--- src/rtl/mem_stage.sv ---
// -----------------------------------------------------------------------------
// mem_stage
//
// Memory-access stage sitting between execute and register-file writeback.
// It accepts one op per valid/ready handshake, runs loads and stores against
// a multicycle req/ack data memory, and returns one registered writeback
// packet per accepted op.
//
// Configuration macro: MEM_STAGE_MISALIGN_TRAP_EN
//   defined   : misaligned loads/stores issue no memory request and complete
//               immediately with misalign_o=1 and fault_addr_o=byte address.
//   undefined : low address bits are truncated to natural alignment and the
//               access proceeds; misalign_o and fault_addr_o are tied to 0.
//
// Ports
//   clk            clock
//   rst            asynchronous reset, active-low
//   valid_i        execute presents an op
//   ready_o        stage can accept an op (idle)
//   addr_i         ALU result: effective address or passthrough
//   wdata_i        store data (rs2)
//   funct3_i       load/store width and signedness
//   memren_i       op is a load
//   memwren_i      op is a store (wins if memren_i is also set)
//   rd_i           destination register
//   regwren_i      op writes rd
//   wbdata_i       non-load writeback value
//   dmem_req_o     memory request, held until dmem_ack_i
//   dmem_we_o      1 = write
//   dmem_addr_o    word-aligned address
//   dmem_be_o      byte enables (4'hF on reads)
//   dmem_wdata_o   lane-replicated store data
//   dmem_ack_i     memory done; read data valid in the same cycle
//   dmem_rdata_i   read word
//   wb_valid_o     one-cycle pulse per completed op
//   wb_rd_o        writeback destination register
//   wb_regwren_o   writeback register write enable
//   wb_data_o      load result or wbdata_i
//   misalign_o     fault flag, valid with wb_valid_o
//   fault_addr_o   faulting byte address, valid with wb_valid_o
// -----------------------------------------------------------------------------
module mem_stage #(
   parameter int AWIDTH = 32,
   parameter int DWIDTH = 32   // lane logic below assumes 32 (4 byte lanes)
) (
   input  logic              clk,
   input  logic              rst,
   input  logic              valid_i,
   output logic              ready_o,
   input  logic [AWIDTH-1:0] addr_i,
   input  logic [DWIDTH-1:0] wdata_i,
   input  logic [2:0]        funct3_i,
   input  logic              memren_i,
   input  logic              memwren_i,
   input  logic [4:0]        rd_i,
   input  logic              regwren_i,
   input  logic [DWIDTH-1:0] wbdata_i,
   output logic              dmem_req_o,
   output logic              dmem_we_o,
   output logic [AWIDTH-1:0] dmem_addr_o,
   output logic [3:0]        dmem_be_o,
   output logic [DWIDTH-1:0] dmem_wdata_o,
   input  logic              dmem_ack_i,
   input  logic [DWIDTH-1:0] dmem_rdata_i,
   output logic              wb_valid_o,
   output logic [4:0]        wb_rd_o,
   output logic              wb_regwren_o,
   output logic [DWIDTH-1:0] wb_data_o,
   output logic              misalign_o,
   output logic [AWIDTH-1:0] fault_addr_o
);

   typedef enum logic [1:0] {
      S_IDLE = 2'd0,
      S_REQ  = 2'd1,
      S_RESP = 2'd2
   } state_t;

   localparam logic [1:0] SZ_BYTE = 2'd0;
   localparam logic [1:0] SZ_HALF = 2'd1;
   localparam logic [1:0] SZ_WORD = 2'd2;

   // ---------------------------------------------------------------- state
   state_t            r_state;
   logic              r_ready;

   // op fields latched at accept
   logic [2:0]        r_funct3;
   logic [1:0]        r_lo;
   logic              r_is_load;
   logic [4:0]        r_rd;
   logic              r_op_regwren;
   logic [DWIDTH-1:0] r_wbdata;

   // memory request
   logic              r_req;
   logic              r_we;
   logic [AWIDTH-1:0] r_addr;
   logic [3:0]        r_be;
   logic [DWIDTH-1:0] r_wdata;

   // writeback packet
   logic              r_wb_valid;
   logic [4:0]        r_wb_rd;
   logic              r_wb_regwren;
   logic [DWIDTH-1:0] r_wb_data;

`ifdef MEM_STAGE_MISALIGN_TRAP_EN
   logic              r_misalign;
   logic [AWIDTH-1:0] r_fault_addr;
`endif

   // ------------------------------------------------- accept-side decode
   logic              w_is_mem;
   logic              w_is_store;
   logic              w_is_load;
   logic [1:0]        w_lo;
   logic [1:0]        w_size;
   logic [1:0]        w_lo_eff;
   logic              w_fault;
   logic [3:0]        w_be;
   logic [DWIDTH-1:0] w_st_wdata;
   logic              w_wb_regwren;

   assign w_is_store = memwren_i;
   assign w_is_load  = memren_i & ~memwren_i;
   assign w_is_mem   = memren_i | memwren_i;
   assign w_lo       = addr_i[1:0];

   // Access size; unused load encodings and store encodings above SW
   // both fall through to a full word.
   always_comb begin
      w_size = SZ_WORD;
      if (w_is_load) begin
         case (funct3_i)
            3'd0, 3'd4: w_size = SZ_BYTE;
            3'd1, 3'd5: w_size = SZ_HALF;
            default:    w_size = SZ_WORD;
         endcase
      end else begin
         case (funct3_i)
            3'd0:    w_size = SZ_BYTE;
            3'd1:    w_size = SZ_HALF;
            default: w_size = SZ_WORD;
         endcase
      end
   end

   // Natural-alignment truncation. When the trap is enabled, any op that
   // would be truncated faults instead, so this is a no-op for the ops
   // that actually reach memory.
   always_comb begin
      case (w_size)
         SZ_BYTE: w_lo_eff = w_lo;
         SZ_HALF: w_lo_eff = {w_lo[1], 1'b0};
         default: w_lo_eff = 2'b00;
      endcase
   end

`ifdef MEM_STAGE_MISALIGN_TRAP_EN
   logic w_misaligned;
   assign w_misaligned = ((w_size == SZ_HALF) & w_lo[0]) |
                         ((w_size == SZ_WORD) & (w_lo != 2'b00));
   assign w_fault      = w_is_mem & w_misaligned;
`else
   assign w_fault      = 1'b0;
`endif

   // Byte enables and lane-replicated store data
   always_comb begin
      w_be       = 4'hF;
      w_st_wdata = '0;
      if (w_is_store) begin
         case (w_size)
            SZ_BYTE: begin
               w_be       = 4'b0001 << w_lo_eff;
               w_st_wdata = {4{wdata_i[7:0]}};
            end
            SZ_HALF: begin
               w_be       = w_lo_eff[1] ? 4'hC : 4'h3;
               w_st_wdata = {2{wdata_i[15:0]}};
            end
            default: begin
               w_be       = 4'hF;
               w_st_wdata = wdata_i;
            end
         endcase
      end
   end

   assign w_wb_regwren = regwren_i & ~memwren_i & (rd_i != 5'd0) & ~w_fault;

   // -------------------------------------------------- load extraction
   logic [7:0]        w_lane [0:3];
   logic [7:0]        w_ld_byte;
   logic [15:0]       w_ld_half;
   logic [DWIDTH-1:0] w_ld_data;

   for (genvar gi = 0; gi < 4; gi++) begin : g_lane
      assign w_lane[gi] = dmem_rdata_i[8*gi +: 8];
   end

   always_comb begin
      w_ld_byte = w_lane[r_lo];
      w_ld_half = r_lo[1] ? dmem_rdata_i[31:16] : dmem_rdata_i[15:0];
      case (r_funct3)
         3'd0:    w_ld_data = {{24{w_ld_byte[7]}}, w_ld_byte};
         3'd1:    w_ld_data = {{16{w_ld_half[15]}}, w_ld_half};
         3'd4:    w_ld_data = {24'd0, w_ld_byte};
         3'd5:    w_ld_data = {16'd0, w_ld_half};
         default: w_ld_data = dmem_rdata_i;
      endcase
   end

   // ------------------------------------------------------------- FSM
   always_ff @(posedge clk or negedge rst) begin
      if (!rst) begin
         r_state      <= S_IDLE;
         r_ready      <= 1'b0;
         r_funct3     <= '0;
         r_lo         <= '0;
         r_is_load    <= 1'b0;
         r_rd         <= '0;
         r_op_regwren <= 1'b0;
         r_wbdata     <= '0;
         r_req        <= 1'b0;
         r_we         <= 1'b0;
         r_addr       <= '0;
         r_be         <= '0;
         r_wdata      <= '0;
         r_wb_valid   <= 1'b0;
         r_wb_rd      <= '0;
         r_wb_regwren <= 1'b0;
         r_wb_data    <= '0;
`ifdef MEM_STAGE_MISALIGN_TRAP_EN
         r_misalign   <= 1'b0;
         r_fault_addr <= '0;
`endif
      end else begin
         // writeback flags are single-cycle pulses
         r_wb_valid   <= 1'b0;
         r_wb_regwren <= 1'b0;
`ifdef MEM_STAGE_MISALIGN_TRAP_EN
         r_misalign   <= 1'b0;
         r_fault_addr <= '0;
`endif
         case (r_state)
            S_IDLE: begin
               r_ready <= 1'b1;
               if (valid_i && r_ready) begin
                  r_ready      <= 1'b0;
                  r_funct3     <= funct3_i;
                  r_lo         <= w_lo_eff;
                  r_is_load    <= w_is_load;
                  r_rd         <= rd_i;
                  r_op_regwren <= w_wb_regwren;
                  r_wbdata     <= wbdata_i;
                  if (w_is_mem && !w_fault) begin
                     r_state <= S_REQ;
                     r_req   <= 1'b1;
                     r_we    <= w_is_store;
                     r_addr  <= {addr_i[AWIDTH-1:2], 2'b00};
                     r_be    <= w_be;
                     r_wdata <= w_st_wdata;
                  end else begin
                     // non-memory op or trapped access: answer directly
                     r_state      <= S_RESP;
                     r_wb_valid   <= 1'b1;
                     r_wb_rd      <= rd_i;
                     r_wb_regwren <= w_wb_regwren;
                     r_wb_data    <= w_fault ? '0 : wbdata_i;
`ifdef MEM_STAGE_MISALIGN_TRAP_EN
                     r_misalign   <= w_fault;
                     r_fault_addr <= w_fault ? addr_i : '0;
`endif
                  end
               end
            end
            S_REQ: begin
               if (dmem_ack_i) begin
                  r_state      <= S_RESP;
                  r_req        <= 1'b0;
                  r_we         <= 1'b0;
                  r_wb_valid   <= 1'b1;
                  r_wb_rd      <= r_rd;
                  r_wb_regwren <= r_op_regwren;
                  r_wb_data    <= r_is_load ? w_ld_data : r_wbdata;
               end
            end
            S_RESP: begin
               r_state <= S_IDLE;
               r_ready <= 1'b1;
            end
            default: begin
               r_state <= S_IDLE;
               r_ready <= 1'b0;
            end
         endcase
      end
   end

   // ---------------------------------------------------------- outputs
   assign ready_o      = r_ready;
   assign dmem_req_o   = r_req;
   assign dmem_we_o    = r_we;
   assign dmem_addr_o  = r_addr;
   assign dmem_be_o    = r_be;
   assign dmem_wdata_o = r_wdata;
   assign wb_valid_o   = r_wb_valid;
   assign wb_rd_o      = r_wb_rd;
   assign wb_regwren_o = r_wb_regwren;
   assign wb_data_o    = r_wb_data;

`ifdef MEM_STAGE_MISALIGN_TRAP_EN
   assign misalign_o   = r_misalign;
   assign fault_addr_o = r_fault_addr;
`else
   assign misalign_o   = 1'b0;
   assign fault_addr_o = '0;
`endif

endmodule

--- config.mk ---
export PLATFORM = sky130hd
export DESIGN_NAME = mem_stage
export DESIGN_NICKNAME = d
export VERILOG_FILES = /design/src/rtl/mem_stage.sv
export SDC_FILE = /design/constraint.sdc
export NUM_CORES = 1
export LEC_CHECK = 0
export ABC_AREA = 1
export CORE_MARGIN = 2
export CORE_UTILIZATION = 30
export CTS_BUF_LIST = sky130_fd_sc_hd__clkbuf_8 sky130_fd_sc_hd__clkbuf_16
export CTS_CLUSTER_DIAMETER = 120
export DETAILED_ROUTE_END_ITERATION = 6
export HOLD_SLACK_MARGIN = 0.05
export SKIP_CTS_REPAIR_TIMING = 1
export SLEW_MARGIN = 5
export SYNTH_ARGS = -nofsm -noshare
export SYNTH_HDL_FRONTEND = slang
export SYNTH_SLANG_ARGS = --single-unit
--- constraint.sdc ---
create_clock -name clk -period 1.9 [get_ports clk]
set_input_delay 0.38 -clock clk [delete_from_list [all_inputs] [get_ports clk]]
set_output_delay 0.38 -clock clk [all_outputs]
set_load 0.05 [all_outputs]
# Yosys cells after proc, flatten, opt, wreduce, memory -nomap -nowiden
# Cells that the tools add are included.
# totals
latch_bits	0
register_bits	154
mem_bits_ro	0
mem_bits_rw	0
memories	0
wordCells	96
# op_classes
muxes	44
n_addsub	0
n_lt_le_gt_ge	1
n_bitwise	6
eq_ne	13
n_reduce_logical	14
shifts	1
mul	0
div_mod_pow	0
# ops
cell	n
$mux W32	5
$pmux W32 S2	2
$pmux W32 S4	1
$bmux W8 S2	1
$mux W16	1
$mux W8	2
$pmux W2 S2	4
$mux W5	3
$eq A3 B3 Y1 const B	4
$mux W1	12
$pmux W5 S2	1
$mux W2	4
$mux W4	2
$ne A2 B2 Y1 const B	4
$pmux W1 S2	4
$pmux W4 S2	1
$reduce_and A4 Y1	2
$eq A3 B1 Y1 const B	2
$logic_not A3 Y1	2
$reduce_bool A5 Y1	1
$eq A2 B1 Y1 const B	2
$logic_not A2 Y1	2
$reduce_and A2 Y1	2
$reduce_or A2 Y1	2
other kinds (11)	13

# Logic depth before layout (Yosys ltp)
# logic_depth
depth_word	9
mapped_depth	11
ltp_nobuf	10

# Worst setup path before layout
# Ideal clock, no wire load.
# synth_timing
path_kind	reg2reg
start	register r_ready (netlist: ready_o)
end	register r_wb_data[1] (netlist: wb_data_o[1])
arrival_ps	1530
setup_slack_ps	304
n_path_buf	2
path_stages_with_launch	9
synth_period_minus_slack_ps	1596
path_cell_list	dfrtp_1 > nand3_2 > nand2_2 > o21ai_2 > buf_6 > buf_6 > a21oi_1 > nand2_1 > nand2_1
# synth_between
elab_chain_cells	3
# synth_lines
item	line_no	text
from (decl)	85	logic r_ready;
from (signal assigned)	219	r_ready <= 1'b0;
from (signal assigned)	249	r_ready <= 1'b1;
from (signal assigned)	251	r_ready <= 1'b0;
$logic_and A1 B1 Y1	250	if (valid_i && r_ready) begin
$ne A2 B2 Y1 (no line)	-	
$reduce_and A4 Y1 (no line)	-	
to (signal assigned)	271	r_wb_data <= w_fault ? '0 : wbdata_i;
to (signal assigned)	287	r_wb_data <= r_is_load ? w_ld_data : r_wbdata;
to (decl)	106	logic [DWIDTH-1:0] r_wb_data;
# No other way between the ends.
# A chain may end at the register's enable or synchronous reset.

# Final worst setup path
# layout_timing
start	input port memwren_i
end	register r_wdata[24] (netlist: dmem_wdata_o[24])
# layout_between
elab_chain_cells	6
# layout_lines
item	line_no	text
from (decl)	54	input logic memwren_i,
$not A1 Y1	126	assign w_is_load = memren_i & ~memwren_i;
$and A1 B1 Y1	126	
$mux W2	134	if (w_is_load) begin
$eq A2 B1 Y1 / $logic_not A2 Y1 (equally long branches)	174	case (w_size)
$pmux W32 S2	174	
$mux W32	173	if (w_is_store) begin
to (signal assigned)	264	r_wdata <= w_st_wdata;
to (decl)	100	logic [DWIDTH-1:0] r_wdata;
# Parallel ways exist; a longest one is shown, timed or not.

==> out/qor.txt <==
outcome - completed
Root Buffer - sky130_fd_sc_hd__clkbuf_16
netlist area before placement - 7785 um2
number of rows created at floorplan - 58
worst-path maximum fanout - 8
# clock sinks - 154
commonest cells after routing, fill and taps aside - 384 x sky130_fd_sc_hd__nand2_1, 154 x sky130_fd_sc_hd__dfrtp_1, 141 x sky130_fd_sc_hd__clkdlybuf4s50_1
die extent in x - 165.1 um
sort of element at the end of the critical path - register
Die ar. - 27250 um2
arrival time worst endpoint - 1.95 ns
area leader, netlist - sky130_fd_sc_hd__dfrtp_1
Final Max Tran Viols - 0
number of antenna cells inserted - 0
peak supply drop - 1.027 mV
worst rel slew slack - 65.01%
Worst Setup EP - dmem_wdata_o[24]
worst setup path category - in2reg
buffers added on ports - 250
remaining design rule violation count - 0
hold violation count in the final report - 0
Critical Path Start - memwren_i
register bit total from synthesis - 154
antenna violations before repair - 0
Critical Path Source Type - primary input
Tot GR Track Use - 18.56%
share of layout cells above drive strength 1 - 13.35%
number of enable-type register cells in the synthesized netlist - 0
number of nets with antenna violations after routing - 0
post-synthesis sequential area ratio - 49.50%
power density of the placed cells - 1805 nW/um2
Synth-to-Final Area Change - 43.68%
routed vias/inst - 4.644
most common cell after layout, fill and taps aside - sky130_fd_sc_hd__nand2_1
path category of the worst min-delay check - in2async
leakage power summed over all cells - 5.668 nW
initial detailed-routing violation count - 431
routability congestion estimate - 0.8342
setup violation total in the final timing report - 0
most frequently used flop master after synthesis - sky130_fd_sc_hd__dfrtp_1
clock buffers created by TritonCTS - 17
TritonCTS clock tree - yes
area occupied by multi-input gates - 3293 um2
Yosys cell types - 29
Worst-path clk slew - 0.08 ns
final HPWL from detailed placement - 18.68 mm
warnings from Yosys - 0
Post-Synthesis Cells - 1038
Async SR Flop Fraction - 100.0%
post-route setup TNS - 0 ns
final standard cell area without fillers - 11190 um2
GRT overflow - 0
PnR worst setup slack - 0.2541 ns
post-placement worst setup slack - -0.2069 ns
worst-case register-to-register setup slack - 0.28 ns
transition time of the tightest slew-check pin - 0.5240 ns
DIE HEIGHT - 165.1 um
worst reg2reg path startpoint - r_state[1]
mean instance size in the synthesized netlist - 7.500 um2
first-pass iteration count of the detailed router - 5
Fin Clk Skew - 0.01755 ns
end of the worst register-to-register path - wb_data_o[27]
global-route wire length before repair - 39.19 mm
final critical path time including I/O delays and setup - 1.646 ns
post-route fraction of the period consumed by the critical path - 86.63%
CTS H-tree lvls - 4
sequential cell area in the final layout - 3854 um2
Hold WS - 0.4219 ns
via count of the first global-routing pass - 7370
Filler Cell Count - 2581
setup repair after global routing missed its margin - false
highest clock rate - 607.6 MHz
Bufs on Longest Clock Path - 2
Routed WL - 25.42 mm
worst reg-to-reg path cell count - 7
max capacitance violation total - 0
Placed Instance Area - 10540 um2
maximum number of pins on one net before global-route repair - 61
count of pins on the block boundary - 286
CP Data Required Time - 2.21 ns
starting density of the core - 30.74%
average routed wire per standard cell - 15.56 um
top-area cell type share of the netlist area - 49.50%
main area contributors after synthesis - sky130_fd_sc_hd__dfrtp_1 50%, sky130_fd_sc_hd__nand2_1 19%, sky130_fd_sc_hd__o21ai_0 7.1%
area of the placeable core - 25330 um2
Net count, final - 1433
final core occ - 44.17%
clock latency on the worst-skew pair - 0.43 ns
vias after detailed routing - 7584
## kinds of logic after synthesis
family,count (synthesis),synth area share [%]
and+or+nand+nor,501,25.39
DFF,154,49.50
other,1,0.04817
AOI/OAI and AO/OA,228,15.09
buffers and inverters,154,9.965
## state kept, by name, indices dropped and copies added (netlist names), 2 cells and up
register      count
dmem_addr_o      30
r_funct3          3
r_lo              2
wb_rd_o           5
r_wbdata         32
r_rd              5
wb_data_o        32
dmem_be_o         4
r_state           2
dmem_wdata_o     32
## power by group
| part | internal (mW) | switching (mW) | leakage (nW) |
|---|---|---|---|
| registers | 4.79 | 0.926 | 1.89 |
| logic | 3.47 | 7.61 | 3.50 |
| clock network | 1.75 | 1.64 | 0.281 |
## critical path, stage by stage
cell	delay, ns
sky130_fd_sc_hd__clkdlybuf4s50_1	0.43
sky130_fd_sc_hd__inv_1	0.09
sky130_fd_sc_hd__nand2_1	0.08
sky130_fd_sc_hd__nand2_1	0.10
sky130_fd_sc_hd__nand2_1	0.13
sky130_fd_sc_hd__inv_1	0.16
sky130_fd_sc_hd__nand2_1	0.19
sky130_fd_sc_hd__o21ai_0	0.28
sky130_fd_sc_hd__o21ai_0	0.11
## layer usage
layer  routed length, um  global-route usage (%)  part of all wire [%]  up-vias
met4                 323                   4.585                   1.3        0
li1                    -                       -                     -     3728
met2               12160                   30.78                    48      290
met1               10730                   23.13                    42     3543
met5                   0                       0                     0        -
met3                2211                   6.518                   8.7       23
## area by class of cell
class,instances,area share [%]
inverter,62,2.081
clock inverter,15,1.376
sequential,154,34.45
tap,330,3.691
multi-input combinational,764,29.44
clock buffer,17,3.803
timing repair buffer,291,25.16
## worst min-delay path by stage
stage,start,endpoint,slack (ns),depth (start not counted)
detailed placement,rst,dmem_wdata_o[21],0.33,1
finish,rst,dmem_wdata_o[21],0.42,2
global placement,rst,dmem_wdata_o[21],0.33,1
floorplan,rst,dmem_addr_o[10],0.08,0
global route,rst,dmem_wdata_o[21],0.45,2
CTS,rst,dmem_wdata_o[21],-0.15,1
## through the flow
step | std cells | power [mW]
2_1_floorplan | 1072 | 13.15
3_3_place_gp | 1600 | 16.84
3_5_place_dp | 1600 | 16.96
4_1_cts | 1632 | 20.44
5_1_grt | 1633 | 21.49
6_report | 1633 | 20.19
## synthesized netlist by cell type, types with 22 or more instances
| cell | number |
|---|---|
| sky130_fd_sc_hd__a21oi_1 | 105 |
| sky130_fd_sc_hd__buf_2 | 22 |
| sky130_fd_sc_hd__buf_4 | 35 |
| sky130_fd_sc_hd__clkbuf_1 | 27 |
| sky130_fd_sc_hd__dfrtp_1 | 154 |
| sky130_fd_sc_hd__inv_1 | 59 |
| sky130_fd_sc_hd__nand2_1 | 385 |
| sky130_fd_sc_hd__nand3_1 | 29 |
| sky130_fd_sc_hd__nor2_1 | 75 |
| sky130_fd_sc_hd__o21ai_0 | 110 |
(Power assumes the default switching activity.)
